`config.mk`:
```
export PLATFORM = sky130hd
export DESIGN_NAME = reg_file_32x32
export DESIGN_NICKNAME = d
export VERILOG_FILES = /design/src/rtl/reg_file_32x32_pkg.sv /design/src/rtl/reg_file_32x32_read_port.sv /design/src/rtl/reg_file_32x32.sv
export SDC_FILE = /design/constraint.sdc
export NUM_CORES = 2
export LEC_CHECK = 0
export BUFFER_PORTS_ARGS = -buffer_cell sky130_fd_sc_hd__buf_2
export CORE_MARGIN = 3
export CORE_UTILIZATION = 45
export DETAILED_ROUTE_END_ITERATION = 12
export PLACE_DENSITY = 0.57
export SKIP_CTS_REPAIR_TIMING = 1
export SLEW_MARGIN = 20
export SYNTH_ARGS = -nofsm -noshare
export SYNTH_HDL_FRONTEND = slang
export SYNTH_SLANG_ARGS = --single-unit
```
`constraint.sdc`:
```
create_clock -name clk -period 3.1 [get_ports clk]
set_clock_uncertainty 0.2 [all_clocks]
set_input_delay 0.155 -clock clk [delete_from_list [all_inputs] [get_ports clk]]
set_output_delay 0.155 -clock clk [all_outputs]
set_load 0.01 [all_outputs]
```
`src/rtl/reg_file_32x32_pkg.sv`:
```
// Shared CPU constants for the register file, write-destination mux and control unit.
// Register indices, default widths and the stack-pointer reset value live here.
package reg_file_32x32_pkg;

    localparam int unsigned CPU_DATA_W = 32;
    localparam int unsigned CPU_ADDR_W = 5;

    localparam int unsigned REG_ZERO = 0;
    localparam int unsigned REG_SP   = 30;
    localparam int unsigned REG_RA   = 31;

    localparam logic [31:0] CPU_SP_RESET = 32'h0000_03FC;

    // Value a register takes while reset is held: only the stack pointer is non-zero.
    function automatic logic [CPU_DATA_W-1:0] reset_value(
        input int unsigned           idx,
        input logic [CPU_DATA_W-1:0] sp_value
    );
        logic [CPU_DATA_W-1:0] val;
        if (idx == REG_SP) begin
            val = sp_value;
        end else begin
            val = {CPU_DATA_W{1'b0}};
        end
        return val;
    endfunction

endpackage

```
`src/rtl/reg_file_32x32_read_port.sv`:
```
// One combinational read path of the register file. Index 0 is hard-wired to zero.
// With REG_FILE_BYPASS_EN defined, an in-flight write to the same index is forwarded.
module reg_file_read_port
    import reg_file_32x32_pkg::*;
#(
    parameter int unsigned DATA_W = CPU_DATA_W,
    parameter int unsigned ADDR_W = CPU_ADDR_W
) (
    input  logic [DATA_W-1:0] regs [2**ADDR_W],
    input  logic [ADDR_W-1:0] rd_addr,
`ifdef REG_FILE_BYPASS_EN
    input  logic              byp_en,
    input  logic [ADDR_W-1:0] byp_addr,
    input  logic [DATA_W-1:0] byp_data,
`endif
    output logic [DATA_W-1:0] rd_data
);

    localparam logic [ADDR_W-1:0] ZERO_IDX = ADDR_W'(REG_ZERO);

    logic [DATA_W-1:0] rd_data_s;

    // Select stored contents, forced zero for index 0, optionally overridden by the write bypass.
    always_comb begin
        rd_data_s = regs[rd_addr];
        if (rd_addr == ZERO_IDX) begin
            rd_data_s = {DATA_W{1'b0}};
`ifdef REG_FILE_BYPASS_EN
        end else if (byp_en && (byp_addr == rd_addr)) begin
            rd_data_s = byp_data;
`endif
        end else begin
            rd_data_s = regs[rd_addr];
        end
    end

    assign rd_data = rd_data_s;

endmodule

```
`src/rtl/reg_file_32x32.sv`:
```
// Two-read / one-write CPU register file: r0 reads zero, r30 (stack pointer) resets to SP_RESET.
// Optional macro REG_FILE_BYPASS_EN forwards same-cycle write data to matching read ports.
module reg_file_32x32
    import reg_file_32x32_pkg::*;
#(
    parameter int unsigned        DATA_W   = CPU_DATA_W,
    parameter int unsigned        ADDR_W   = CPU_ADDR_W,
    parameter logic [DATA_W-1:0]  SP_RESET = DATA_W'(CPU_SP_RESET)
) (
    input  logic              clk,
    input  logic              rst_n,
    input  logic [ADDR_W-1:0] rs_addr,
    input  logic [ADDR_W-1:0] rt_addr,
    output logic [DATA_W-1:0] rs_data,
    output logic [DATA_W-1:0] rt_data,
    input  logic              wr_en,
    input  logic [ADDR_W-1:0] wr_addr,
    input  logic [DATA_W-1:0] wr_data,
    output logic              wr_busy
);

    localparam int unsigned       NREGS    = 2**ADDR_W;
    localparam logic [ADDR_W-1:0] ZERO_IDX = ADDR_W'(REG_ZERO);

    logic [DATA_W-1:0] regs_q [NREGS];
    logic [DATA_W-1:0] regs_d [NREGS];
    logic              wr_busy_q;
    logic              wr_busy_d;
    logic              wr_live_s;

    // A write only counts when it targets a real register; r0 writes vanish.
    always_comb begin
        wr_live_s = wr_en && (wr_addr != ZERO_IDX);
    end

    // Next-state of the array and the one-cycle write-pending flag.
    always_comb begin
        regs_d    = regs_q;
        wr_busy_d = wr_live_s;
        if (wr_live_s) begin
            regs_d[wr_addr] = wr_data;
        end else begin
            regs_d = regs_q;
        end
    end

    // State registers; reset clears everything except the stack pointer.
    always_ff @(posedge clk or negedge rst_n) begin
        if (!rst_n) begin
            for (int i = 0; i < NREGS; i++) begin
                regs_q[i] <= DATA_W'(reset_value(i, CPU_DATA_W'(SP_RESET)));
            end
            wr_busy_q <= 1'b0;
        end else begin
            regs_q    <= regs_d;
            wr_busy_q <= wr_busy_d;
        end
    end

    assign wr_busy = wr_busy_q;

`ifdef REG_FILE_BYPASS_EN
    logic byp_en_s;

    // Forwarding is suppressed while reset holds so reads show reset contents.
    always_comb begin
        byp_en_s = wr_live_s && rst_n;
    end
`endif

    reg_file_read_port #(
        .DATA_W (DATA_W),
        .ADDR_W (ADDR_W)
    ) u_rs_port (
        .regs     (regs_q),
        .rd_addr  (rs_addr),
`ifdef REG_FILE_BYPASS_EN
        .byp_en   (byp_en_s),
        .byp_addr (wr_addr),
        .byp_data (wr_data),
`endif
        .rd_data  (rs_data)
    );

    reg_file_read_port #(
        .DATA_W (DATA_W),
        .ADDR_W (ADDR_W)
    ) u_rt_port (
        .regs     (regs_q),
        .rd_addr  (rt_addr),
`ifdef REG_FILE_BYPASS_EN
        .byp_en   (byp_en_s),
        .byp_addr (wr_addr),
        .byp_data (wr_data),
`endif
        .rd_data  (rt_data)
    );

endmodule

```
# == After elaboration in Yosys (flattened, before gate mapping) ==
# Cells that the tools add are included.
# word_totals
output_inout_bits,65
elab_cells,56
register_bits,1025
ramBits,0
latch_bits,0
memories,0
romBits,0
inputBits,50
# classes
muxes,11
reduce_logical,5
div_mod_pow,0
eq_ne,0
addsub,0
n_lt_le_gt_ge,4
multipliers,0
bitwise_logic,3
shifts,0
# ops
op,n
bitwise mux 1024 bit,1
binary-select mux 32 bit (select 5 bit),2
2-to-1 mux 32 bit,7
demux 32 bit (select 5 bit),1
"greater-or-equal comparator 6 bit, second input constant",3
inverter 5 -> 6 bit,3
logical NOT 5 bit,2
"< comparator 6 x 1 -> 1 bit, second input constant",1
nonzero test 5 bit,1
logical AND 1 bit,2

# == Logic depth before layout (Yosys ltp) ==
# depth
ltp_word,6
depth_mapped,9
ltp_nobuf,4

# == By module ==
# A second synthesis with hierarchy kept.
# unflattened
hier_cells,3619
hier_area_um2,54808.8
# modules_own_cells
module,cells_each,area_each_um2,seq_area_each_um2,instances
reg_file_32x32,2291,38072.8,25659.6,1
reg_file_read_port,664,8368.0,0.0,2

# == Worst setup path after synthesis ==
# OpenSTA, ideal clock, no wires.
# synth_timing
path_kind,input -> output
from,in rt_addr[0]
to,out rt_data[10]
required_time_ns,2.745
arrival_ns,1.657
path_stages,7
path_slack_ns,1.088
n_path_buf,4
cell_sequence,buf_4 buf_8 buf_8 buf_2 mux4_2 o21ai_1 a31oi_1
# synth_between
elab_chain_cells,5
elab_cells_between_ends,6
cone_classes,mux (4); bitwise (1); reduce/logical (1)
# synth_lines
element,line,rtl
start: declaration,reg_file_32x32.sv:13,"input logic [ADDR_W-1:0] rt_addr,"
inverter 5 -> 6 bit (not written as such),reg_file_32x32_read_port.sv:33,rd_data_s = regs[rd_addr];
binary-select mux 32 bit (select 5 bit),n/a,
2-to-1 mux 32 bit (not written as such) (2 in a row),reg_file_32x32_read_port.sv:33,
2-to-1 mux 32 bit (*),reg_file_32x32_read_port.sv:26,if (rd_addr == ZERO_IDX) begin
end: declaration,reg_file_32x32.sv:15,"output logic [DATA_W-1:0] rt_data,"
# Mark *: on every way between the ends. The rest lies on a longest branch, timed or not. The select of a mux whose other input is x is not followed.

# == Final worst setup path ==
# layout_timing
from,reg regs_q[444] (netlist bit)
to,out rs_data[28]
# layout_between
elab_chain_cells,4
# layout_lines
element,line,rtl
start: declaration,reg_file_32x32.sv:25,logic [DATA_W-1:0] regs_q [NREGS];
start signal: indexed assignment,reg_file_32x32.sv:51,"regs_q[i] <= DATA_W'(reset_value(i, CPU_DATA_W'(SP_RESET)));"
start signal: assignment,reg_file_32x32.sv:55,regs_q <= regs_d;
binary-select mux 32 bit (select 5 bit),n/a,
2-to-1 mux 32 bit (not written as such) (2 in a row),reg_file_32x32_read_port.sv:33,
2-to-1 mux 32 bit,reg_file_32x32_read_port.sv:26,
end: declaration,reg_file_32x32.sv:14,"output logic [DATA_W-1:0] rs_data,"
# Every way passes these cells. The select of a mux whose other input is x is not followed.

==> impl_metrics.tcl <==
set metrics [dict create \
    power_frac_seq_pct 44.9 \
    synth_flop_cell "sky130_fd_sc_hd__dfrtp_1" \
    synth_top_family_by_area "multiplexers" \
    critical_path.max_stage_delay_ns 0.61 \
    power.switching_mw 11.1 \
    avgViaCountPerCell 6.75 \
    count_of_placed_standard_cells_including_taps 5111 \
    yosys-top-cells-area "sky130_fd_sc_hd__dfrtp_1, sky130_fd_sc_hd__mux2_2, sky130_fd_sc_hd__mux4_2" \
    io_pins 115 \
    clock_tree_from_tritoncts "done" \
    finalNonFillerCells 5363 \
    initialDrtViolationCount 3872 \
    synth.yosys.seq_area_share_pct 47.2 \
    post_synth.cell_area_avg_um2 15.2 \
    drcViolationCount 0 \
    port_buffers 114 \
    final.setup.worst_slack_ns 0.0367 \
    timing.critical_path.slowest_stage_cell "sky130_fd_sc_hd__a311oi_1" \
    period_needed_ns 3.06 \
    commonest_cells_after_routing_fill_and_taps_aside "sky130_fd_sc_hd__mux2_2, sky130_fd_sc_hd__dfrtp_1, sky130_fd_sc_hd__mux4_2" \
    maxSlewHeadroom_pct 21.1 \
    synth-xor-area-share_pct 0 \
    critPathArrivalTime_ns 2.71 \
    synth-edff-count 0 \
    vias 36200 \
    slew_violations 0 \
    dp_slack_ns -0.0281 \
    classification_of_the_worst_slack_hold_path "input port to asynchronous set/reset pin" \
    netlist.area_leader.share_pct 46.9 \
    pwr_density_cell_nw_per_um2 644 \
    clock_network_power_share_pct 34.4 \
    required_ns 2.74 \
    gp_congestion 0.848 \
    post_route_cells_drive_above_1_share_pct 55.2 \
    setup.worst_path.end_class "output port" \
    synthAdderAreaFrac_pct 0 \
    die_width_um 353 \
    avgRoutedWirePerCell_um 35.9 \
    mappedNetlistArea_um2 54300 \
    worstSetupPathType "flop to output port" \
    p_int_mw 28.8 \
    yosys-mux-area-fraction_pct 43.3 \
    post-synth-top-area-cell "sky130_fd_sc_hd__dfrtp_1" \
    maxClockFrequency_ghz 0.326 \
    tightest_hold_margin_ns 0.0225 \
    route.final.wire_length_um 192000 \
    actual_transition_at_the_worst_max_transition_pin_ns 1.18 \
    layout.cells.most_common "sky130_fd_sc_hd__mux2_2" \
    maxCapViolations 0 \
    grt_remaining_overflow 0 \
    synth_nets 3630 \
    worstSkewPairLatency_ns 0.73 \
    vertical_extent_of_the_die_um 353 \
    areaGrowthSynthToFinish_pct 14.1 \
    startpoint_type "flop" \
    leakage_nw 26.9 \
    grt_pass1_wl_um 277000 \
    firstDrtPassIters 6 \
    ys_types 37 \
    die_area_um2 125000 \
    hpwlAfterDp_um 118000 \
    clk_pin_slew_ns 0.06 \
    cts_root_buffer "sky130_fd_sc_hd__clkbuf_16" \
    synth_compound_gate_area_share_pct 4.60 \
    cp_cell_sequence "mux2i_1, a221oi_1, o21ai_0, a311oi_1, buf_2" \
    vdd_ir_drop_max_mv 0.463 \
    hold_viol 0 \
    grt_start_max_net_pins 122 \
    number_of_global_route_vias_before_repair 37800 \
    clock_tree.buffer_depth 3 \
    cts_made_buffers 113 \
    final-setup-viol-count 0 \
    totalPowerFinal_mw 39.9 \
    async_reset_ff_share_pct 100 \
    row_count 126 \
    grt_setup_unrepaired "true" \
    critical_path.max_fanout 3 \
    postRouteAntennaNets 0 \
    nNetsFinal 3713 \
    initial_utilization_pct 45.7 \
    synth-seq-cells 1025 \
    grt.total_usage_pct 30.5 \
    ctsHtreeMaxLevel 3 \
    part_of_the_total_power_dissipated_in_combinational_logic_pct 20.7 \
    design.core.area_um2 119000 \
    cts_sinks 1025 \
    netlist_instances 3580 \
    final.fill_count 9900 \
    final.period_utilization_pct 98.8 \
    yosys.area_share.simple_pct 1.16 \
    run_status "complete, no violations" \
    yosys_warnings 0 \
    number_of_antenna_violations_at_the_first_check_in_global_routing 13 \
    swShare_pct 27.9 \
]
[area by class of cell]
class	count	area (um2)	share of cell area, %
antenna	6	15.0	0.0242
clock inverter	42	427	0.689
inverter	2	11.3	0.0182
clock buffer	167	3330	5.38
sequential	1025	25700	41.4
multi-input combinational	2131	27000	43.5
tap	1600	2000	3.23
timing repair buffer	390	3550	5.73
[final timing paths]
path	depth (start not counted)	startpoint	end	slack, ns
setup reg to reg	1	regs_q[822]$_DFFE_PN0P_	regs_q[822]$_DFFE_PN0P_	2.08
max in group asynchronous	3	rst_n	regs_q[753]$_DFFE_PN0P_	1.94
min in group clk	5	wr_addr[1]	regs_q[305]$_DFFE_PN0P_	0.05
setup / recovery	5	regs_q[444]$_DFFE_PN0P_	rs_data[28]	0.04
hold / removal	3	rst_n	regs_q[589]$_DFFE_PN0P_	0.02
hold reg to reg	0	regs_q[995]$_DFFE_PN0P_	regs_q[995]$_DFFE_PN0P_	0.20
[flip-flops by register name (all words and copies together) (netlist names)]
register  flops
regs_q     1024
wr_busy       1
[power by group through the flow]
stage / combinational, mW / clock [mW] / sequential (mW)
2_1_floorplan: 5.98 / 0 / 17.3
3_3_place_gp: 7.95 / 0 / 17.8
3_5_place_dp: 8.19 / 0 / 18.1
4_1_cts: 8.22 / 14.0 / 17.8
5_1_grt: 8.80 / 14.5 / 18.2
6_report: 8.26 / 13.7 / 17.9
[kinds of logic after synthesis]
| kind of cell | after synthesis |
|---|---|
| buffers and inverters | 424 |
| AO/OA/AOI/OAI | 339 |
| multiplexers | 1664 |
| flip-flops | 1025 |
| AND/OR/NAND/NOR | 128 |
[routing by layer]
| layer | vias up | global-route usage [%] | share of wire, % |
|---|---|---|---|
| li1 | 14100 | - | - |
| met1 | 19600 | 42.7 | 41 |
| met2 | 1991 | 46.6 | 46 |
| met3 | 461 | 6.81 | 8.8 |
| met4 | 2 | 12.0 | 4.5 |
| met5 | - | 0.269 | 0.023 |
[stage by stage]
stage                     util (%)  TNS [ns]  instance area (um2)
after global routing          52.1  -0.00606                62000
final                         52.1         0                62000
after CTS                     51.8    -0.343                61500
after floorplan                  -         0                54300
after global placement        48.6   -0.0795                57800
after detailed placement      48.6   -0.0281                57800
[synthesized netlist by cell type (4+ instances only)]
cell type,count
sky130_fd_sc_hd__o21ai_1,27
sky130_fd_sc_hd__o2111ai_1,14
sky130_fd_sc_hd__a221oi_1,50
sky130_fd_sc_hd__mux2_2,1024
sky130_fd_sc_hd__buf_2,108
sky130_fd_sc_hd__dfstp_2,8
sky130_fd_sc_hd__nor2b_1,37
sky130_fd_sc_hd__dfrtp_1,1017
sky130_fd_sc_hd__a311oi_1,32
sky130_fd_sc_hd__buf_12,4
sky130_fd_sc_hd__a221o_1,32
sky130_fd_sc_hd__clkbuf_1,220
sky130_fd_sc_hd__nor2_1,26
sky130_fd_sc_hd__mux2i_1,192
sky130_fd_sc_hd__a31oi_1,32
sky130_fd_sc_hd__mux4_2,448
sky130_fd_sc_hd__buf_4,32
sky130_fd_sc_hd__nand2_1,46
sky130_fd_sc_hd__buf_6,7
sky130_fd_sc_hd__a211oi_1,32
sky130_fd_sc_hd__buf_1,48
sky130_fd_sc_hd__o21ai_0,55
sky130_fd_sc_hd__a22oi_1,64
[worst max-delay path: cells and delay by family, from the launching register on]
kind | cells | cell delay [ns]
mux | 1 | 0.11
flops | 1 | 0.40
compound gates | 3 | 1.24
buf+inv | 1 | 0.24
(Power assumes the default switching activity.)
